`src/rtl/mant_mul_arbiter_if.sv`:
```
// Bundle of the two requester channels and the tagged result channel
// around the shared mantissa multiplier.
interface mant_mul_arbiter_if #(
  parameter int WIDTH = 24
);
  logic               req0_valid;
  logic               req0_ready;
  logic [WIDTH-1:0]   req0_a;
  logic [WIDTH-1:0]   req0_b;
  logic               req1_valid;
  logic               req1_ready;
  logic [WIDTH-1:0]   req1_a;
  logic [WIDTH-1:0]   req1_b;
  logic               res_valid;
  logic               res_ready;
  logic               res_id;
  logic [2*WIDTH-1:0] res_p;
  logic               busy;

  modport slave (
    input  req0_valid, req0_a, req0_b,
    input  req1_valid, req1_a, req1_b,
    input  res_ready,
    output req0_ready, req1_ready,
    output res_valid, res_id, res_p, busy
  );

  modport master (
    output req0_valid, req0_a, req0_b,
    output req1_valid, req1_a, req1_b,
    output res_ready,
    input  req0_ready, req1_ready,
    input  res_valid, res_id, res_p, busy
  );
endinterface

```
`src/rtl/mant_mul_arbiter.sv`:
```
// Round-robin sharing of one unsigned WIDTHxWIDTH array multiplier between
// two requesters; operand stage and product stage, result tagged with owner ID.
module mant_mul_arbiter #(
  parameter int WIDTH = 24
) (
  input  logic               clk,
  input  logic               rst_n,
  mant_mul_arbiter_if.slave  bus
);
  logic               s1_valid_reg;
  logic               s1_id_reg;
  logic [WIDTH-1:0]   s1_a_reg;
  logic [WIDTH-1:0]   s1_b_reg;
  logic               res_valid_reg;
  logic               res_id_reg;
  logic [2*WIDTH-1:0] res_p_reg;
  logic               last_grant_reg;

  logic               adv1;
  logic               adv2;
  logic               any_req;
  logic               grant_id;
  logic [2*WIDTH-1:0] product;

  assign adv2    = !res_valid_reg || bus.res_ready;
  assign adv1    = !s1_valid_reg || adv2;
  assign any_req = bus.req0_valid || bus.req1_valid;

  // On a tie the requester that did not win last time gets the slot.
  always_comb begin
    grant_id = 1'b0;
    if (bus.req0_valid && bus.req1_valid)
      grant_id = ~last_grant_reg;
    else if (bus.req1_valid)
      grant_id = 1'b1;
  end

  // rst_n gates the readys so nothing is acknowledged while reset is held.
  assign bus.req0_ready = rst_n && adv1 && bus.req0_valid && !grant_id;
  assign bus.req1_ready = rst_n && adv1 && bus.req1_valid &&  grant_id;

  // Shift-and-add array: row gi adds A<<gi when bit gi of B is set.
  logic [2*WIDTH-1:0] pp_sum [0:WIDTH];
  assign pp_sum[0] = '0;

  genvar gi;
  generate
    for (gi = 0; gi < WIDTH; gi++) begin : g_row
      assign pp_sum[gi+1] = pp_sum[gi] +
        (s1_b_reg[gi] ? ({{WIDTH{1'b0}}, s1_a_reg} << gi) : {2*WIDTH{1'b0}});
    end
  endgenerate

  assign product = pp_sum[WIDTH];

  always_ff @(posedge clk or negedge rst_n) begin
    if (!rst_n) begin
      s1_valid_reg   <= 1'b0;
      s1_id_reg      <= 1'b0;
      s1_a_reg       <= '0;
      s1_b_reg       <= '0;
      last_grant_reg <= 1'b1;
    end else if (adv1) begin
      s1_valid_reg <= any_req;
      if (any_req) begin
        s1_id_reg      <= grant_id;
        s1_a_reg       <= grant_id ? bus.req1_a : bus.req0_a;
        s1_b_reg       <= grant_id ? bus.req1_b : bus.req0_b;
        last_grant_reg <= grant_id;
      end
    end
  end

  always_ff @(posedge clk or negedge rst_n) begin
    if (!rst_n) begin
      res_valid_reg <= 1'b0;
      res_id_reg    <= 1'b0;
      res_p_reg     <= '0;
    end else if (adv2) begin
      res_valid_reg <= s1_valid_reg;
      if (s1_valid_reg) begin
        res_id_reg <= s1_id_reg;
        res_p_reg  <= product;
      end
    end
  end

  assign bus.res_valid = res_valid_reg;
  assign bus.res_id    = res_id_reg;
  assign bus.res_p     = res_p_reg;
  assign bus.busy      = s1_valid_reg || res_valid_reg;
endmodule

```
`src/flat_wrapper.sv`:
```
// flat-port wrapper written by rule: the top's interface ports become plain ports
module mant_mul_arbiter_flat 
#(
  parameter int WIDTH = 24
)
  (clk, rst_n, bus_req0_valid, bus_req0_a, bus_req0_b, bus_req1_valid, bus_req1_a, bus_req1_b, bus_res_ready, bus_req0_ready, bus_req1_ready, bus_res_valid, bus_res_id, bus_res_p, bus_busy);
  mant_mul_arbiter_if #(.WIDTH(WIDTH)) bus_i ();
  input  logic clk;
  input  logic rst_n;
  input wire logic [$bits(bus_i.req0_valid)-1:0] bus_req0_valid;
  input wire logic [$bits(bus_i.req0_a)-1:0] bus_req0_a;
  input wire logic [$bits(bus_i.req0_b)-1:0] bus_req0_b;
  input wire logic [$bits(bus_i.req1_valid)-1:0] bus_req1_valid;
  input wire logic [$bits(bus_i.req1_a)-1:0] bus_req1_a;
  input wire logic [$bits(bus_i.req1_b)-1:0] bus_req1_b;
  input wire logic [$bits(bus_i.res_ready)-1:0] bus_res_ready;
  output wire logic [$bits(bus_i.req0_ready)-1:0] bus_req0_ready;
  output wire logic [$bits(bus_i.req1_ready)-1:0] bus_req1_ready;
  output wire logic [$bits(bus_i.res_valid)-1:0] bus_res_valid;
  output wire logic [$bits(bus_i.res_id)-1:0] bus_res_id;
  output wire logic [$bits(bus_i.res_p)-1:0] bus_res_p;
  output wire logic [$bits(bus_i.busy)-1:0] bus_busy;
  assign bus_i.req0_valid = bus_req0_valid;
  assign bus_i.req0_a = bus_req0_a;
  assign bus_i.req0_b = bus_req0_b;
  assign bus_i.req1_valid = bus_req1_valid;
  assign bus_i.req1_a = bus_req1_a;
  assign bus_i.req1_b = bus_req1_b;
  assign bus_i.res_ready = bus_res_ready;
  assign bus_req0_ready = bus_i.req0_ready;
  assign bus_req1_ready = bus_i.req1_ready;
  assign bus_res_valid = bus_i.res_valid;
  assign bus_res_id = bus_i.res_id;
  assign bus_res_p = bus_i.res_p;
  assign bus_busy = bus_i.busy;
  mant_mul_arbiter #(.WIDTH(WIDTH)) u_core (.clk(clk), .rst_n(rst_n), .bus(bus_i));
endmodule
```
`config.mk`:
```
export PLATFORM = sky130hd
export DESIGN_NAME = mant_mul_arbiter_flat
export DESIGN_NICKNAME = d
export VERILOG_FILES = /design/src/rtl/mant_mul_arbiter_if.sv /design/src/rtl/mant_mul_arbiter.sv /design/src/flat_wrapper.sv
export SDC_FILE = /design/constraint.sdc
export NUM_CORES = 2
export LEC_CHECK = 0
export CAP_MARGIN = 5
export CORE_MARGIN = 2
export CORE_UTILIZATION = 51
export CTS_BUF_LIST = sky130_fd_sc_hd__clkbuf_2
export DETAILED_ROUTE_END_ITERATION = 10
export PLACE_DENSITY = 0.72
export SYNTH_ARGS = -nofsm -noshare
export SYNTH_HDL_FRONTEND = slang
export SYNTH_SLANG_ARGS = --single-unit
```
`constraint.sdc`:
```
create_clock -name clk -period 7.3 [get_ports clk]
set_input_delay 1.095 -clock clk [delete_from_list [all_inputs] [get_ports clk]]
set_output_delay 1.095 -clock clk [all_outputs]
set_load 0.1 [all_outputs]
```
==> results.toml <==
[status]
status = "finished, final reports clean"

[cells_and_area]
design_area_mm2 = 0.0255
nets = 3379
syn2layout_area_growth_pct = 12.4
final_util_pct = 57.8
largest_reg_flops = 48
layout-drive-gt1-share_pct = 6.99

[grt]
use_met1_pct = 33.0
grt_max_degree = 98
grt_pass1_vias = 19603
antenna_found_initial = 1
grt_use_total_pct = 28.4
gr-total-overflow = 0
grt.met2_usage_pct = 49.3
grt_util_met3_pct = 4.49
grt_pass1_wl_um = 102000
top_usage_layer = "met2"

[sta]
min_period_ns = 7.14
rsz0062_at_grt = "true"
relSlewSlack_pct = 24.1
fmax_mhz = 140
setup_viol = 0
fin_setup_tns_ns = 0
final_hold_viol_count = 0
fin_skew_ns = 0.108
worst_pin_slew_ns = 1.14
period_share_pct = 97.9
maxSlewViolCount = 0

[die]
die-area_mm2 = 0.0462
die_h_um = 215
coreArea_mm2 = 0.0441
die_width_um = 215
rows = 77
initial_core_util_pct = 51.5
pin_count = 154

[clock_tree]
cts_tree = "built"
ctsRootBufferMaster = "clkbuf_2"
cts_buffers = 9
htreeDepth = 3
holdBufCountCts = 0
clkSinkCount = 101
cts_resized = 0
worstSkewPairLatency_ns = 0.85
clkSlewWorstSetupHoldPaths_ns = 0.40
post_cts_buffers = 0
clk_path_buf_depth = 2

[placement]
dpl.hpwl_um = 51800
numPortBuffers = 153
placed_area_mm2 = 0.0254
place_congestion = 0.927

[setup_path]
cp_max_fo = 11
worst_ep_required_time_ns = 8.05
start_kind = "flop"
critPathKind = "reg2reg"
r2r-start = "u_core.s1_a_reg[22]"
crit_arrival_ns = 7.90
crit_path_end_kind = "flop"
crit_start = "u_core.s1_a_reg[22]"

[synthesis]
yosysWarnings = 0
syn_area_mm2 = 0.0227
synthesis.nets = 3243
netlist.area_leader.share_pct = 42.8
synthCells = 2491
avgSynthCellArea_um2 = 9.12
synth_seq_cells = 101
yosysSeqAreaShare_pct = 11.1
async_flop_share_pct = 100
synthTopCellsByArea = "fa_1 (43%), dfrtp_1 (11%), ha_1 (9.1%), inv_1 (7.9%), nand2_1 (7.1%)"
yosysTopAreaCell = "fa_1"
synth_ff_type = "dfrtp_1"
ys_types = 68
synth_edf_count = 0

[detailed_routing]
first_iter_violations = 1400
wl_per_cell_um = 19.6
totalWireLength_um = 63200
dr.pass1.iters = 9
drc = 0
vias_per_cell = 5.50
ant_nets = 0
num_vias = 17725

[job]
drv_cap = 0

[worst_hold_path]
hp-class = "in2async"
-- per-layer routing --
metal,vias to the layer above,part of all wire [%]
li1,7745,-
met1,8936,36
met2,822,50
met3,222,6.8
met4,0,7.3
met5,-,0
-- layout by cell type (no fill, tap or decap), drive strengths merged, types with 7 or more instances in the layout --
master,synthesis,layout
mux2i,48,48
nand3,8,8
fa,486,486
clkdlybuf4s50,0,152
o21a,8,8
o21ai,51,51
nor3,8,8
xor2,7,7
buf,13,110
ha,165,165
and2,256,256
inv,482,485
o21bai,7,7
dfrtp,100,100
nand4,13,13
clkbuf,124,9
a21oi,90,90
o31ai,8,8
xnor2,21,21
a21o,21,21
nor2,76,76
nand2,428,428
-- cells by family after synthesis --
group,Yosys count,synth area share (%)
xor gates and xnor gates,28,1.08
muxes,48,2.11
and+or+nand+nor,816,17.0
DFF,101,11.1
AOI/OAI and AO/OA,228,6.50
adders and majority gates,651,51.9
buffers and inverters,619,10.3
-- final timing paths --
kind	endpoint	slack (ns)	depth (start not counted)
worst max-delay path	u_core.bus.res_p[44]	0.16	22
worst min-delay path	u_core.s1_b_reg[4]	0.16	1
worst max register to register	u_core.bus.res_p[44]	0.16	22
worst min register to register	u_core.bus.res_p[5]	0.52	2
max in group asynchronous	u_core.s1_a_reg[23]	5.64	2
min in group clk	u_core.bus.res_p[5]	0.52	2
-- layout make-up --
| type | count | area, µm² |
|---|---|---|
| antenna | 1 | 2.50 |
| clock buffer | 9 | 45.0 |
| clock inverter | 7 | 68.8 |
| fill | 3928 | 18600 |
| inverter | 482 | 1810 |
| multi-input combinational | 1771 | 17900 |
| sequential | 101 | 2570 |
| tap | 592 | 741 |
| timing repair buffer | 262 | 2410 |
-- cell usage after synthesis, types with 21 or more instances --
cell	n
fa_1	486
inv_1	481
nand2_1	428
and2_1	256
ha_1	165
clkbuf_1	123
dfrtp_1	100
a21oi_1	88
nor2_1	76
mux2i_1	48
o21ai_0	35
xnor2_1	21
-- through the flow --
stage                     cells  hold WS [ns]  worst slack (ns)
after global placement     3208         0.460             0.181
final                      3225         0.159             0.156
after CTS                  3224         0.112            0.0216
after global routing       3225         0.177           -0.0638
after floorplan            2491         0.485             0.825
after detailed placement   3208         0.463             0.134
-- critical path: stages, from the launching register on --
cell and delay (ns):
dfrtp_1 0.76, nand2_1 0.16, fa_1 0.53, inv_1 0.05, fa_1 0.47, inv_1 0.06
fa_1 0.44, fa_1 0.58, inv_1 0.07, fa_1 0.44, fa_1 0.59, inv_1 0.07
fa_1 0.47, inv_1 0.04, ha_1 0.38, a21oi_1 0.30, o21ai_1 0.14, nor3_1 0.47
a2111oi_4 0.19, o31ai_2 0.36, a311oi_1 0.17, o21a_1 0.20, o31ai_2 0.18
Power is not shown: default switching activity piles up to over one toggle a cycle in this logic, so the estimate is an artifact.
